`src/rtl/vec_xfer_ctrl_if.sv`:
```
// Handshake bundle for vec_xfer_ctrl: command channel, inbound element
// stream (host -> controller) and outbound element stream (controller -> host).
// The master side is the host/HAL link; the slave side is the controller.
interface vec_xfer_ctrl_if #(
  parameter int unsigned BITS  = 8,
  parameter int unsigned NREGS = 4
);

  localparam int unsigned RW = (NREGS > 1) ? $clog2(NREGS) : 1;

  // Command channel
  logic          cmd_valid;
  logic          cmd_ready;
  logic          cmd_store;
  logic [RW-1:0] cmd_reg;

  // Inbound element stream
  logic [BITS-1:0] s_data;
  logic            s_valid;
  logic            s_ready;

  // Outbound element stream
  logic [BITS-1:0] m_data;
  logic            m_valid;
  logic            m_ready;

  modport master (
    output cmd_valid, cmd_store, cmd_reg,
    output s_data, s_valid,
    output m_ready,
    input  cmd_ready, s_ready,
    input  m_data, m_valid
  );

  modport slave (
    input  cmd_valid, cmd_store, cmd_reg,
    input  s_data, s_valid,
    input  m_ready,
    output cmd_ready, s_ready,
    output m_data, m_valid
  );

endinterface

```
`src/rtl/vec_xfer_ctrl.sv`:
```
// vec_xfer_ctrl: moves whole vectors between a byte-element stream and a bank
// of NREGS vector registers.
//   load  : gather N elements into the staging buffer, then pulse the
//           selected register's set strobe for one cycle.
//   store : snapshot the selected register and stream it out element by element.
// Optional feature: define VEC_XFER_ABORT_EN to add an 'abort' input that
// cancels a load or store in flight (never a commit).
module vec_xfer_ctrl #(
  parameter int unsigned BITS  = 8,
  parameter int unsigned N     = 64,
  parameter int unsigned NREGS = 4,
  localparam int unsigned RW   = (NREGS > 1) ? $clog2(NREGS) : 1,
  localparam int unsigned IW   = (N > 1) ? $clog2(N) : 1
) (
  input  logic                clk,
  input  logic                rst,
`ifdef VEC_XFER_ABORT_EN
  input  logic                abort,
`endif
  vec_xfer_ctrl_if.slave      bus,
  output logic [BITS-1:0]     stage_vec [N-1:0],
  output logic [NREGS-1:0]    reg_set,
  output logic                reg_en,
  output logic [RW-1:0]       rd_sel,
  input  logic [BITS-1:0]     rd_vec [N-1:0],
  output logic                busy,
  output logic                done
);

  typedef enum logic [2:0] {
    StIdle,
    StLoad,
    StCommit,
    StCapture,
    StStore
  } state_e;

  state_e        state_q;
  logic [IW-1:0] idx_q;
  logic [RW-1:0] tgt_q;
  logic          done_q;

  logic idx_last;
  logic abort_hit;
  logic store_last;

  // Decode a register index to its set strobe; out-of-range indices give zero
  // so a bad target is dropped rather than aliasing onto another register.
  function automatic logic [NREGS-1:0] onehot(input logic [RW-1:0] r);
    logic [NREGS-1:0] v;
    v = '0;
    for (int unsigned i = 0; i < NREGS; i++) begin
      v[i] = (32'(r) == i);
    end
    return v;
  endfunction

  assign idx_last = (idx_q == IW'(N - 1));

`ifdef VEC_XFER_ABORT_EN
  // Abort only applies to the data phases; IDLE has nothing to cancel and a
  // commit must always complete.
  assign abort_hit = abort &&
                     ((state_q == StLoad) || (state_q == StCapture) || (state_q == StStore));
`else
  assign abort_hit = 1'b0;
`endif

  // Final outbound beat: done must coincide with the handshake itself, so it
  // cannot come from a register.
  assign store_last = (state_q == StStore) && bus.m_ready && idx_last && !abort_hit;

  // Outputs decoded directly from the state register
  always_comb begin
    bus.cmd_ready = (state_q == StIdle);
    bus.s_ready   = (state_q == StLoad);
    bus.m_valid   = (state_q == StStore);
    bus.m_data    = stage_vec[idx_q];
    busy          = (state_q != StIdle);
    reg_en        = |reg_set;
    done          = done_q | store_last;
  end

  // Sequencer: state, element index, staging buffer and registered strobes
  always_ff @(posedge clk) begin
    if (rst) begin
      state_q <= StIdle;
      idx_q   <= '0;
      tgt_q   <= '0;
      rd_sel  <= '0;
      reg_set <= '0;
      done_q  <= 1'b0;
      for (int unsigned i = 0; i < N; i++) begin
        stage_vec[i] <= '0;
      end
    end else begin
      // Strobes are single-cycle unless re-armed below
      reg_set <= '0;
      done_q  <= 1'b0;
      if (abort_hit) begin
        state_q <= StIdle;
        idx_q   <= '0;
      end else begin
        unique case (state_q)
          StIdle: begin
            if (bus.cmd_valid) begin
              tgt_q   <= bus.cmd_reg;
              rd_sel  <= bus.cmd_reg;
              idx_q   <= '0;
              state_q <= bus.cmd_store ? StCapture : StLoad;
            end
          end
          StLoad: begin
            if (bus.s_valid) begin
              stage_vec[idx_q] <= bus.s_data;
              if (idx_last) begin
                idx_q   <= '0;
                state_q <= StCommit;
                reg_set <= onehot(tgt_q);
                done_q  <= 1'b1;
              end else begin
                idx_q <= idx_q + 1'b1;
              end
            end
          end
          StCommit: begin
            state_q <= StIdle;
          end
          StCapture: begin
            // rd_sel has been stable for a full cycle, so rd_vec is valid here
            stage_vec <= rd_vec;
            idx_q     <= '0;
            state_q   <= StStore;
          end
          StStore: begin
            if (bus.m_ready) begin
              if (idx_last) begin
                idx_q   <= '0;
                state_q <= StIdle;
              end else begin
                idx_q <= idx_q + 1'b1;
              end
            end
          end
          default: begin
            state_q <= StIdle;
            idx_q   <= '0;
          end
        endcase
      end
    end
  end

endmodule

```
`src/flat_wrapper.sv`:
```
// flat-port wrapper written by rule: the top's interface ports become plain ports
module vec_xfer_ctrl_flat 
#(
  parameter int unsigned BITS  = 8,
  parameter int unsigned N     = 64,
  parameter int unsigned NREGS = 4,
  localparam int unsigned RW   = (NREGS > 1) ? $clog2(NREGS) : 1,
  localparam int unsigned IW   = (N > 1) ? $clog2(N) : 1
)
  (clk, rst, stage_vec, reg_set, reg_en, rd_sel, rd_vec, busy, done, bus_cmd_valid, bus_cmd_store, bus_cmd_reg, bus_s_data, bus_s_valid, bus_m_ready, bus_cmd_ready, bus_s_ready, bus_m_data, bus_m_valid);
  vec_xfer_ctrl_if #(.BITS(BITS), .NREGS(NREGS)) bus_i ();
  input  logic clk;
  input  logic rst;
  output logic [BITS-1:0] stage_vec[N-1:0];
  output logic [NREGS-1:0] reg_set;
  output logic reg_en;
  output logic [RW-1:0] rd_sel;
  input  logic [BITS-1:0] rd_vec[N-1:0];
  output logic busy;
  output logic done;
  input wire logic [$bits(bus_i.cmd_valid)-1:0] bus_cmd_valid;
  input wire logic [$bits(bus_i.cmd_store)-1:0] bus_cmd_store;
  input wire logic [$bits(bus_i.cmd_reg)-1:0] bus_cmd_reg;
  input wire logic [$bits(bus_i.s_data)-1:0] bus_s_data;
  input wire logic [$bits(bus_i.s_valid)-1:0] bus_s_valid;
  input wire logic [$bits(bus_i.m_ready)-1:0] bus_m_ready;
  output wire logic [$bits(bus_i.cmd_ready)-1:0] bus_cmd_ready;
  output wire logic [$bits(bus_i.s_ready)-1:0] bus_s_ready;
  output wire logic [$bits(bus_i.m_data)-1:0] bus_m_data;
  output wire logic [$bits(bus_i.m_valid)-1:0] bus_m_valid;
  assign bus_i.cmd_valid = bus_cmd_valid;
  assign bus_i.cmd_store = bus_cmd_store;
  assign bus_i.cmd_reg = bus_cmd_reg;
  assign bus_i.s_data = bus_s_data;
  assign bus_i.s_valid = bus_s_valid;
  assign bus_i.m_ready = bus_m_ready;
  assign bus_cmd_ready = bus_i.cmd_ready;
  assign bus_s_ready = bus_i.s_ready;
  assign bus_m_data = bus_i.m_data;
  assign bus_m_valid = bus_i.m_valid;
  vec_xfer_ctrl #(.BITS(BITS), .N(N), .NREGS(NREGS)) u_core (.clk(clk), .rst(rst), .bus(bus_i), .stage_vec(stage_vec), .reg_set(reg_set), .reg_en(reg_en), .rd_sel(rd_sel), .rd_vec(rd_vec), .busy(busy), .done(done));
endmodule
```
`config.mk`:
```
export PLATFORM = sky130hd
export DESIGN_NAME = vec_xfer_ctrl_flat
export DESIGN_NICKNAME = d
export VERILOG_FILES = /design/src/rtl/vec_xfer_ctrl_if.sv /design/src/rtl/vec_xfer_ctrl.sv /design/src/flat_wrapper.sv
export SDC_FILE = /design/constraint.sdc
export NUM_CORES = 1
export LEC_CHECK = 0
export BUFFER_PORTS_ARGS = -buffer_cell sky130_fd_sc_hd__buf_2
export CORE_AREA = 2 2 419 421
export DETAILED_ROUTE_END_ITERATION = 8
export DIE_AREA = 0 0 421 423
export GPL_TIMING_DRIVEN = 0
export PLACE_DENSITY = 0.45
export REMOVE_ABC_BUFFERS = 1
export SETUP_SLACK_MARGIN = 0.05
export SYNTH_ARGS = -nofsm -noshare
export SYNTH_HDL_FRONTEND = slang
export SYNTH_SLANG_ARGS = --single-unit
```
`constraint.sdc`:
```
create_clock -name clk -period 2.1 [get_ports clk]
set_input_delay 0 -clock clk [delete_from_list [all_inputs] [get_ports clk]]
set_output_delay 0 -clock clk [all_outputs]
set_load 0.01 [all_outputs]
```
* Word level (Yosys, flattened, before mapping)
Index checks and enable logic that the tools add are counted. W data, S select, Z words.
Storage, ports and cells: flip-flop bits (word level) 528, word-level logic and storage cells 124, input port bits 528
Cells by class: mux-type cells 20, magnitude comparators 2, reduce and logical (&&, ||, !) cells 14, add/subtract/negate cells 1, bitwise gates (word level) 5, equal/unequal tests 13
Operators by type and width (number):
- $pmux W512 S2 | 1
- $bwmux W512 | 1
- $mux W512 | 1
- $bmux W8 S6 | 1
- $demux W8 S6 | 1
- $mux W6 | 4
- $pmux W6 S4 | 1
- $mux W8 | 2
- $mux W3 | 5
- $pmux W3 S4 | 1
- $reduce_or A4 Y1 | 2
- $lt A6 B7 Y1 const B | 1
- $add A6 B1 Y6 const B | 1
- $eq A3 B2 Y1 const B | 2
- $eq A6 B6 Y1 const B | 1
- $ge A6 B1 Y1 const B | 1
- $ne A2 B2 Y1 const B | 3
- $reduce_and A5 Y1 | 1
- $eq A2 B2 Y1 const B | 2
- $ne A2 B1 Y1 const B | 2
- $not A1 Y1 | 4
- $reduce_and A2 Y1 | 2
- $reduce_and A4 Y1 | 1
- $eq A3 B1 Y1 const B | 1
- other kinds (11) | 13

* Longest topological paths before layout
Gate-level depths: netlist of the first run.
depth in word-level cells 7, mapped depth 10, depth with buffers taken out 6

* Worst setup path before layout of the first run
OpenSTA, ideal clock, no wires.
path kind flip-flop to output port, start point reg u_core.idx_q[1], end point out bus_m_data[5], stages on the path, launching flop included 9, arrival 1.978 ns, slack 0.122 ns, buffers on the path 3, data required time 2.100 ns, cells stage by stage dfxtp_1 -> buf_4 -> buf_2 -> buf_2 -> mux4_2 -> a22oi_1 -> nor2_1 -> a2111oi_0 -> nand4_1
On the way: cells in the longest elaborated chain, start to end 2
Ends and longest elaborated chain:
- from (decl) | RTL line vec_xfer_ctrl.sv:39 | logic [IW-1:0] idx_q;
- from (signal assigned) | RTL line vec_xfer_ctrl.sv:122 | idx_q <= idx_q + 1'b1;
- from (signal assigned) | RTL line vec_xfer_ctrl.sv:141 | idx_q <= idx_q + 1'b1;
- $bmux W8 S6 | RTL line vec_xfer_ctrl.sv:78 | bus.m_data = stage_vec[idx_q];
- $mux W8 (not written as such) | RTL line vec_xfer_ctrl.sv:78
- to (decl) | RTL line flat_wrapper.sv:29 | output wire logic [$bits(bus_i.m_data)-1:0] bus_m_data;
No other way between the ends. The select of a mux whose other input is x is not followed.

* Final worst setup path of the first run
start point reg u_core.idx_q[1], end point out bus_m_data[6]
Same word-level chain as after synthesis.

==> results of run 1 <==
-- final cells by class --
cell class,count,area [sq um]
clock inverter,22,320
timing repair inverter,1,30.0
antenna,33,82.6
timing repair buffer,2013,17400
sequential,528,10600
inverter,5,58.8
multi-input combinational,2656,18000
tap,2325,2910
clock buffer,110,2210
fill,18365,122000
-- through the flow --
step	instances	area, sq um	utilization, %	setup TNS [ps]
floorplan	3180	26500	-	-
global placement	6564	34700	20.0	-
detailed placement	6699	37700	21.8	-815920
CTS	7512	48500	28.0	-314160
global route	7675	51600	29.8	-214100
finish	7693	51600	29.8	-170390
-- placed cells by master (no fill, tap or decap), types with 22 or more instances in the layout --
cell type                       netlist  final
sky130_fd_sc_hd__a221oi_1           108     81
sky130_fd_sc_hd__a22oi_1             39     30
sky130_fd_sc_hd__a311oi_1           444    368
sky130_fd_sc_hd__a311oi_2            54    129
sky130_fd_sc_hd__buf_12               1     74
sky130_fd_sc_hd__buf_16               0     75
sky130_fd_sc_hd__buf_2               61   1043
sky130_fd_sc_hd__buf_4                7    182
sky130_fd_sc_hd__buf_6               19     32
sky130_fd_sc_hd__buf_8                0     41
sky130_fd_sc_hd__clkbuf_16            0     98
sky130_fd_sc_hd__dfxtp_1            528    519
sky130_fd_sc_hd__diode_2              0     33
sky130_fd_sc_hd__dlygate4sd3_1        0    529
sky130_fd_sc_hd__mux2_2              39     36
sky130_fd_sc_hd__mux2i_1             58     56
sky130_fd_sc_hd__mux4_2              24     24
sky130_fd_sc_hd__nand2_1            557    530
sky130_fd_sc_hd__nand3_1            233    230
sky130_fd_sc_hd__nor2_1             584    542
sky130_fd_sc_hd__nor2_2              29     22
sky130_fd_sc_hd__nor2_4               2     51
sky130_fd_sc_hd__o21ai_0            305    281
-- layer usage --
metal	global-route usage, %	vias to the layer above	routed length (microns)
met5	0	-	144
met4	14.8	10	16900
met3	7.38	703	27100
met2	43.1	3084	118000
met1	33.2	20509	102000
li1	-	16912	-
-- critical path, stage by stage (launching register included) --
cell and delay, ps:
sky130_fd_sc_hd__dfxtp_4 400, sky130_fd_sc_hd__buf_16 170, sky130_fd_sc_hd__buf_16 150, sky130_fd_sc_hd__buf_12 130, sky130_fd_sc_hd__nor2b_4 80, sky130_fd_sc_hd__buf_4 190, sky130_fd_sc_hd__buf_6 160, sky130_fd_sc_hd__a221oi_2 290
sky130_fd_sc_hd__o22ai_2 140, sky130_fd_sc_hd__a22oi_2 420, sky130_fd_sc_hd__nand4_1 410, sky130_fd_sc_hd__buf_2 280
-- registers in the layout (all words and copies together) (netlist names) --
register	count
u_core.reg_set	4
u_core.state_q	3
u_core.idx_q	6
u_core.stage_vec	512
u_core.rd_sel	2
u_core.done_q	1
-- power by group through the flow --
stage | Combinational (uW) | Sequential (uW) | Clock (uW)
CTS | 4270 | 10500 | 13900
global route | 4820 | 10500 | 14200
global placement | 3180 | 10900 | 0
floorplan | 976 | 10800 | 0
finish | 4690 | 10500 | 13800
detailed placement | 3000 | 10800 | 0
-- cells by family (layout without fill, tap and decap cells) --
group | Yosys count | count (layout) | synth area share (%)
buffers and inverters | 431 | 2151 | 6.62
adders and majority gates | 1 | 1 | 0.0441
and+or+nand+nor | 1474 | 1483 | 21.7
other | 0 | 33 | 0
DFF | 528 | 528 | 37.3
muxes | 122 | 122 | 5.54
AOI/OAI and AO/OA | 1050 | 1050 | 28.8
-- worst paths after layout --
check | depth (start not counted) | slack [ps] | end | start
max | 11 | -1460 | bus_m_data[6] | u_core.idx_q[1]$_SDFFE_PP0P_
min | 6 | 120 | u_core.stage_vec[44]$_SDFFE_PP0P_ | bus_s_valid
max reg2reg | 9 | -590 | u_core.stage_vec[106]$_SDFFE_PP0P_ | u_core.idx_q[1]$_SDFFE_PP0P_
min reg2reg | 2 | 500 | u_core.stage_vec[447]$_SDFFE_PP0P_ | u_core.stage_vec[447]$_SDFFE_PP0P_
-- cell usage after synthesis, drive strengths merged (24+ instances only) --
| library cell | n |
|---|---|
| a21oi | 25 |
| a221oi | 109 |
| a22oi | 39 |
| a311oi | 498 |
| buf | 119 |
| clkbuf | 307 |
| dfxtp | 528 |
| mux2 | 40 |
| mux2i | 58 |
| mux4 | 24 |
| nand2 | 564 |
| nand3 | 233 |
| nor2 | 615 |
| o21ai | 307 |
-- what timing repair did --
action                                  CTS  global route
hold buffers                            531             0
gates cloned                             30            27
gates resized for setup                 237           276
endpoints found under the hold margin   528             0
endpoints found under the setup margin  535           534
buffers inserted                        120           125
pin swaps                                88           125
==> impl_metrics.ini, run 1 <==
[flow_run]
timing.max_cap.violations = 0

[placement]
post-dp-hpwl_microns = 172000
place_worst_setup_slack_ps = -2720
port-buffer-count = 1059
place.gp.congestion = 0.918

[yosys]
synth.cell_area_sq_um = 28400
ys.flop_type = sky130_fd_sc_hd__dfxtp_1
yosysSeqAreaShare_pct = 37.3
postSynthRegisterBits = 528
synthArstFlopShare_pct = 0
synth_top_area_cell = sky130_fd_sc_hd__dfxtp_1
average_instance_area_after_synthesis_sq_um = 7.87
synth_area_leaders = sky130_fd_sc_hd__dfxtp_1 37%, sky130_fd_sc_hd__a311oi_1 14%, sky130_fd_sc_hd__nor2_1 7.7%
syn-instance-count = 3606
post-synth-top-area-fraction_pct = 37.3
synth-edff-count = 0
synth.distinct_cells = 72
yosys_warnings = 0

[clocking]
htree_levels = 3
cell_at_the_root_of_the_clock_tree = sky130_fd_sc_hd__clkbuf_16
clkLatencyLatePin_ps = 710
cts.reportedPaths.clkPinSlew_ps = 60
cts_buffers = 73
clock_sinks = 528
cts-root-to-sink-buffers = 3
cts_tree = done

[power_and_ir_drop]
share_comb_of_total_power_pct = 16.1
p_total_uw = 29000
clock_power_share_pct = 47.6
netSwitchingFraction_pct = 29.7
power_density_nw_per_um2 = 563
power.net_switching_uw = 8620
p_int_uw = 20400
p_leak_uw = 0.0201
power_frac_seq_pct = 36.3
max-vdd-ir-drop_mv = 0.570

[timing]
setup_violations = 531
final-hold-violation-count = 0
final_setup_slack_of_the_worst_path_ps = -1460
slew_violations = 0
unrepaired_setup_endpoints_after_global_routing = yes
post_route_skew_ps = 26.8
hold-worst-slack_ps = 116
period_share_pct = 170
timing.max_slew.rel_slack_pct = 22.8
min_period_ps = 3560
fmaxAchievable_mhz = 281
worst-slew-pin-transition_ps = 1150

[setup_path]
setup.worst_path.class = flip-flop to primary output
timing.critical_path.from_type = flip-flop
cp_data_arrival_time_ps = 3560
critPathCaptureType = primary output
worst-endpoint-required_ps = 2100
crit_path_max_fanout = 8

[drt]
drt-initial-drc-count = 5277
antenna_left = 0
routed_wire_length_per_instance_microns = 34.4
post_detailed_route_via_to_cell_ratio = 5.36
drt_first_pass_iters = 6
dr_total_vias = 41218
remaining_drc_errors = 0
finalWirelength_microns = 264000

[status]
failed_checks = setup timing
result_of_the_run = finished with violations

[final_layout]
num-nets-final = 5807
layout-area-overhead-vs-synth_pct = 81.9
drive_gt1_share_pct = 38.1

[worst_hold_path]
min_path_type = input pin to flip-flop

[floorplanning]
floorplan.io_pins = 1060
std_cell_rows = 153
placeableCoreArea_sq_um = 173000
dieWidth_microns = 421
die_height_microns = 423
floorplan.initialDensity_pct = 16.4
die_area_sq_um = 178000

[grt]
grt_start_max_net_pins = 120
grt_first_pass_wirelength_microns = 337000
vias_in_the_first_global_route = 38255
antenna_found_initial = 35
grt_overflow_total = 0
groute.usage.overall_pct = 27.1
Power figures use the tool's default switching activity.
==> run 2, diff against run 1 <==
--- a/config.mk
+++ b/config.mk
@@ -6,11 +6,13 @@
 export NUM_CORES = 1
 export LEC_CHECK = 0
 export BUFFER_PORTS_ARGS = -buffer_cell sky130_fd_sc_hd__buf_2
-export CORE_AREA = 2 2 419 421
+export CELL_PAD_IN_SITES_DETAIL_PLACEMENT = 1
+export CELL_PAD_IN_SITES_GLOBAL_PLACEMENT = 1
+export CORE_AREA = 2 2 416 418
 export DETAILED_ROUTE_END_ITERATION = 8
-export DIE_AREA = 0 0 421 423
+export DIE_AREA = 0 0 418 420
 export GPL_TIMING_DRIVEN = 0
-export PLACE_DENSITY = 0.45
+export PLACE_DENSITY = 0.55
 export REMOVE_ABC_BUFFERS = 1
 export SETUP_SLACK_MARGIN = 0.05
 export SYNTH_ARGS = -nofsm -noshare
==> impl_metrics.ini, run 2 (synthesized netlist as in run 1, its figures left out) <==
[status]
result_of_the_run = finished with violations
failed_checks = setup timing

[floorplanning]
dieWidth_microns = 418
floorplan.io_pins = 1060
die_height_microns = 420
floorplan.initialDensity_pct = 16.6
placeableCoreArea_sq_um = 171000
std_cell_rows = 152
die_area_sq_um = 176000

[final_layout]
fin_util_pct = 31.7
most_frequent_standard_cell_in_the_layout_excluding_fill_and_tap_cells = sky130_fd_sc_hd__buf_2
drive_gt1_share_pct = 42.6
reg.largest.list = u_core.stage_vec: 512 flops, u_core.idx_q: 6 flops, u_core.reg_set: 4 flops
fillCellCount = 19695
layout-area-overhead-vs-synth_pct = 91.2
top_register = u_core.stage_vec
commonest_non_fill_non_tap_cells_in_the_layout = 1043 x sky130_fd_sc_hd__buf_2, 530 x sky130_fd_sc_hd__dlygate4sd3_1, 519 x sky130_fd_sc_hd__dfxtp_1, 514 x sky130_fd_sc_hd__nor2_1, 469 x sky130_fd_sc_hd__nand2_1
num-nets-final = 5901
largest_register_ffs = 512

[timing]
min_period_ps = 3480
unrepaired_setup_endpoints_after_global_routing = yes
worst-slew-pin-transition_ps = 1010
fmaxAchievable_mhz = 287
timing.max_slew.rel_slack_pct = 33.0
final-hold-violation-count = 0
final_setup_slack_of_the_worst_path_ps = -1380
post_route_skew_ps = 35.9
period_share_pct = 166
slew_violations = 0
setup_violations = 528
fin_setup_tns_ps = -194520

[clocking]
cts_tree = done
cell_at_the_root_of_the_clock_tree = sky130_fd_sc_hd__clkbuf_16
cts-root-to-sink-buffers = 3
cts_buffers = 72
htree_levels = 3
clkLatencyLatePin_ps = 700
clock_sinks = 528
cts.reportedPaths.clkPinSlew_ps = 60

[setup_path]
timing.critical_path.from_type = flip-flop
reg_to_reg_slack_setup_ps = -670
r2r-end = u_core.stage_vec[320]$_SDFFE_PP0P_
worst_r2r_startpoint = u_core.idx_q[1]$_SDFFE_PP0P_
cp_data_arrival_time_ps = 3480
critPathTopFamily = compound AO/OA/AOI/OAI gates
cp.buffers_inverters = 3
worst-endpoint-required_ps = 2100
critical-path-slowest-cell = sky130_fd_sc_hd__or4_4
setup.worst_path.class = flip-flop to primary output
path_cells = buf_12 -> buf_16 -> mux2_2 -> a221oi_2 -> nor2_1 -> a311oi_4 -> o22ai_2 -> or4_4 -> buf_6
timing.reg2reg.worst_path_depth = 15
timing.critical_path.slowest_cell_delay_ps = 570
crit_path_max_fanout = 10
critPathCaptureType = primary output

[drt]
dr_total_vias = 41842
drt_first_pass_iters = 5
post_detailed_route_via_to_cell_ratio = 5.45
finalWirelength_microns = 274000
drt-initial-drc-count = 4237
routed_wire_length_per_instance_microns = 35.7
remaining_drc_errors = 0
antenna_left = 0

[worst_hold_path]
min_path_type = input pin to flip-flop
whs_path_depth = 4
min-delay-start = rd_vec[493]
hold_end = u_core.stage_vec[493]$_SDFFE_PP0P_

[power_and_ir_drop]
power_density_nw_per_um2 = 525
max-vdd-ir-drop_mv = 0.532
p_leak_uw = 0.0211
p_total_uw = 28500

[grt]
groute.usage.overall_pct = 29.4
antenna_found_initial = 24
grt_overflow_total = 0
grt_first_pass_wirelength_microns = 359000
grt_start_max_net_pins = 115
vias_in_the_first_global_route = 41528

[placement]
port-buffer-count = 1059
place_worst_setup_slack_ps = -2390
post-dp-hpwl_microns = 174000
place.gp.congestion = 0.876

[flow_run]
timing.max_cap.violations = 0
run 2: worst reg2reg max path, cell delays in order, from the launching register on:
cell and delay [ps]:
sky130_fd_sc_hd__dfxtp_4 390, sky130_fd_sc_hd__buf_12 150, sky130_fd_sc_hd__buf_16 160, sky130_fd_sc_hd__nor2_4 180, sky130_fd_sc_hd__buf_12 160, sky130_fd_sc_hd__buf_12 170, sky130_fd_sc_hd__buf_6 140, sky130_fd_sc_hd__buf_12 140
sky130_fd_sc_hd__nand2_8 100, sky130_fd_sc_hd__buf_12 160, sky130_fd_sc_hd__buf_12 160, sky130_fd_sc_hd__buf_12 160, sky130_fd_sc_hd__nor2_4 130, sky130_fd_sc_hd__buf_6 150, sky130_fd_sc_hd__nand2_1 60, sky130_fd_sc_hd__a311oi_1 240
run 2: worst max-delay path by stage:
stage,start,to,cells past startpoint
2_1_floorplan,u_core.state_q[0]$_SDFFE_PP0P_,u_core.stage_vec[100]$_SDFFE_PP0P_,3
3_3_place_gp,u_core.state_q[0]$_SDFFE_PP0P_,u_core.stage_vec[100]$_SDFFE_PP0P_,3
3_5_place_dp,u_core.idx_q[2]$_SDFFE_PP0P_,bus_m_data[0],9
4_1_cts,u_core.idx_q[0]$_SDFFE_PP0P_,bus_m_data[2],6
5_1_grt,u_core.idx_q[0]$_SDFFE_PP0P_,bus_m_data[2],7
6_report,u_core.idx_q[2]$_SDFFE_PP0P_,bus_m_data[2],9
run 2: layout make-up:
cell class / count / area, sq um / area share [%]
sequential: 528 / 10600 / 19.5
inverter: 5 / 53.8 / 0.0992
tap: 2233 / 2790 / 5.15
timing repair buffer: 2112 / 19300 / 35.5
antenna: 20 / 50.0 / 0.0923
multi-input combinational: 2652 / 19100 / 35.2
clock inverter: 15 / 199 / 0.367
timing repair inverter: 1 / 8.76 / 0.0161
clock buffer: 115 / 2170 / 3.99
run 2: through the flow:
step	cells	hold slack (ps)	cell area [sq um]
finish	7681	132	54200
global route	7673	125	54200
CTS	7587	63.6	52100
detailed placement	6605	244	37500
global placement	6472	237	34600
floorplan	3180	67.9	26500
run 2: timing repair:
| item | CTS | global route |
|---|---|---|
| gates resized for setup | 612 | 317 |
| cloned | 66 | 6 |
| hold buffers | 530 | 0 |
| endpoints found under the setup margin | 535 | 537 |
| hold endpoints to repair | 522 | 0 |
| pin swaps | 238 | 146 |
| buffers inserted | 257 | 74 |
run 2: metal layers:
metal	part of all wire [%]	track usage, %	vias to the layer above
met5	0.0099	0	-
met4	6.5	15.6	4
met3	8.5	6.61	841
met2	47	48.6	2751
met1	38	35.3	21184
li1	-	-	17062
run 2: power breakdown:
part	switching, uW	internal, uW
Sequential	293	10300
Combinational	2590	2150
Clock	5700	7460
Total	8580	19900
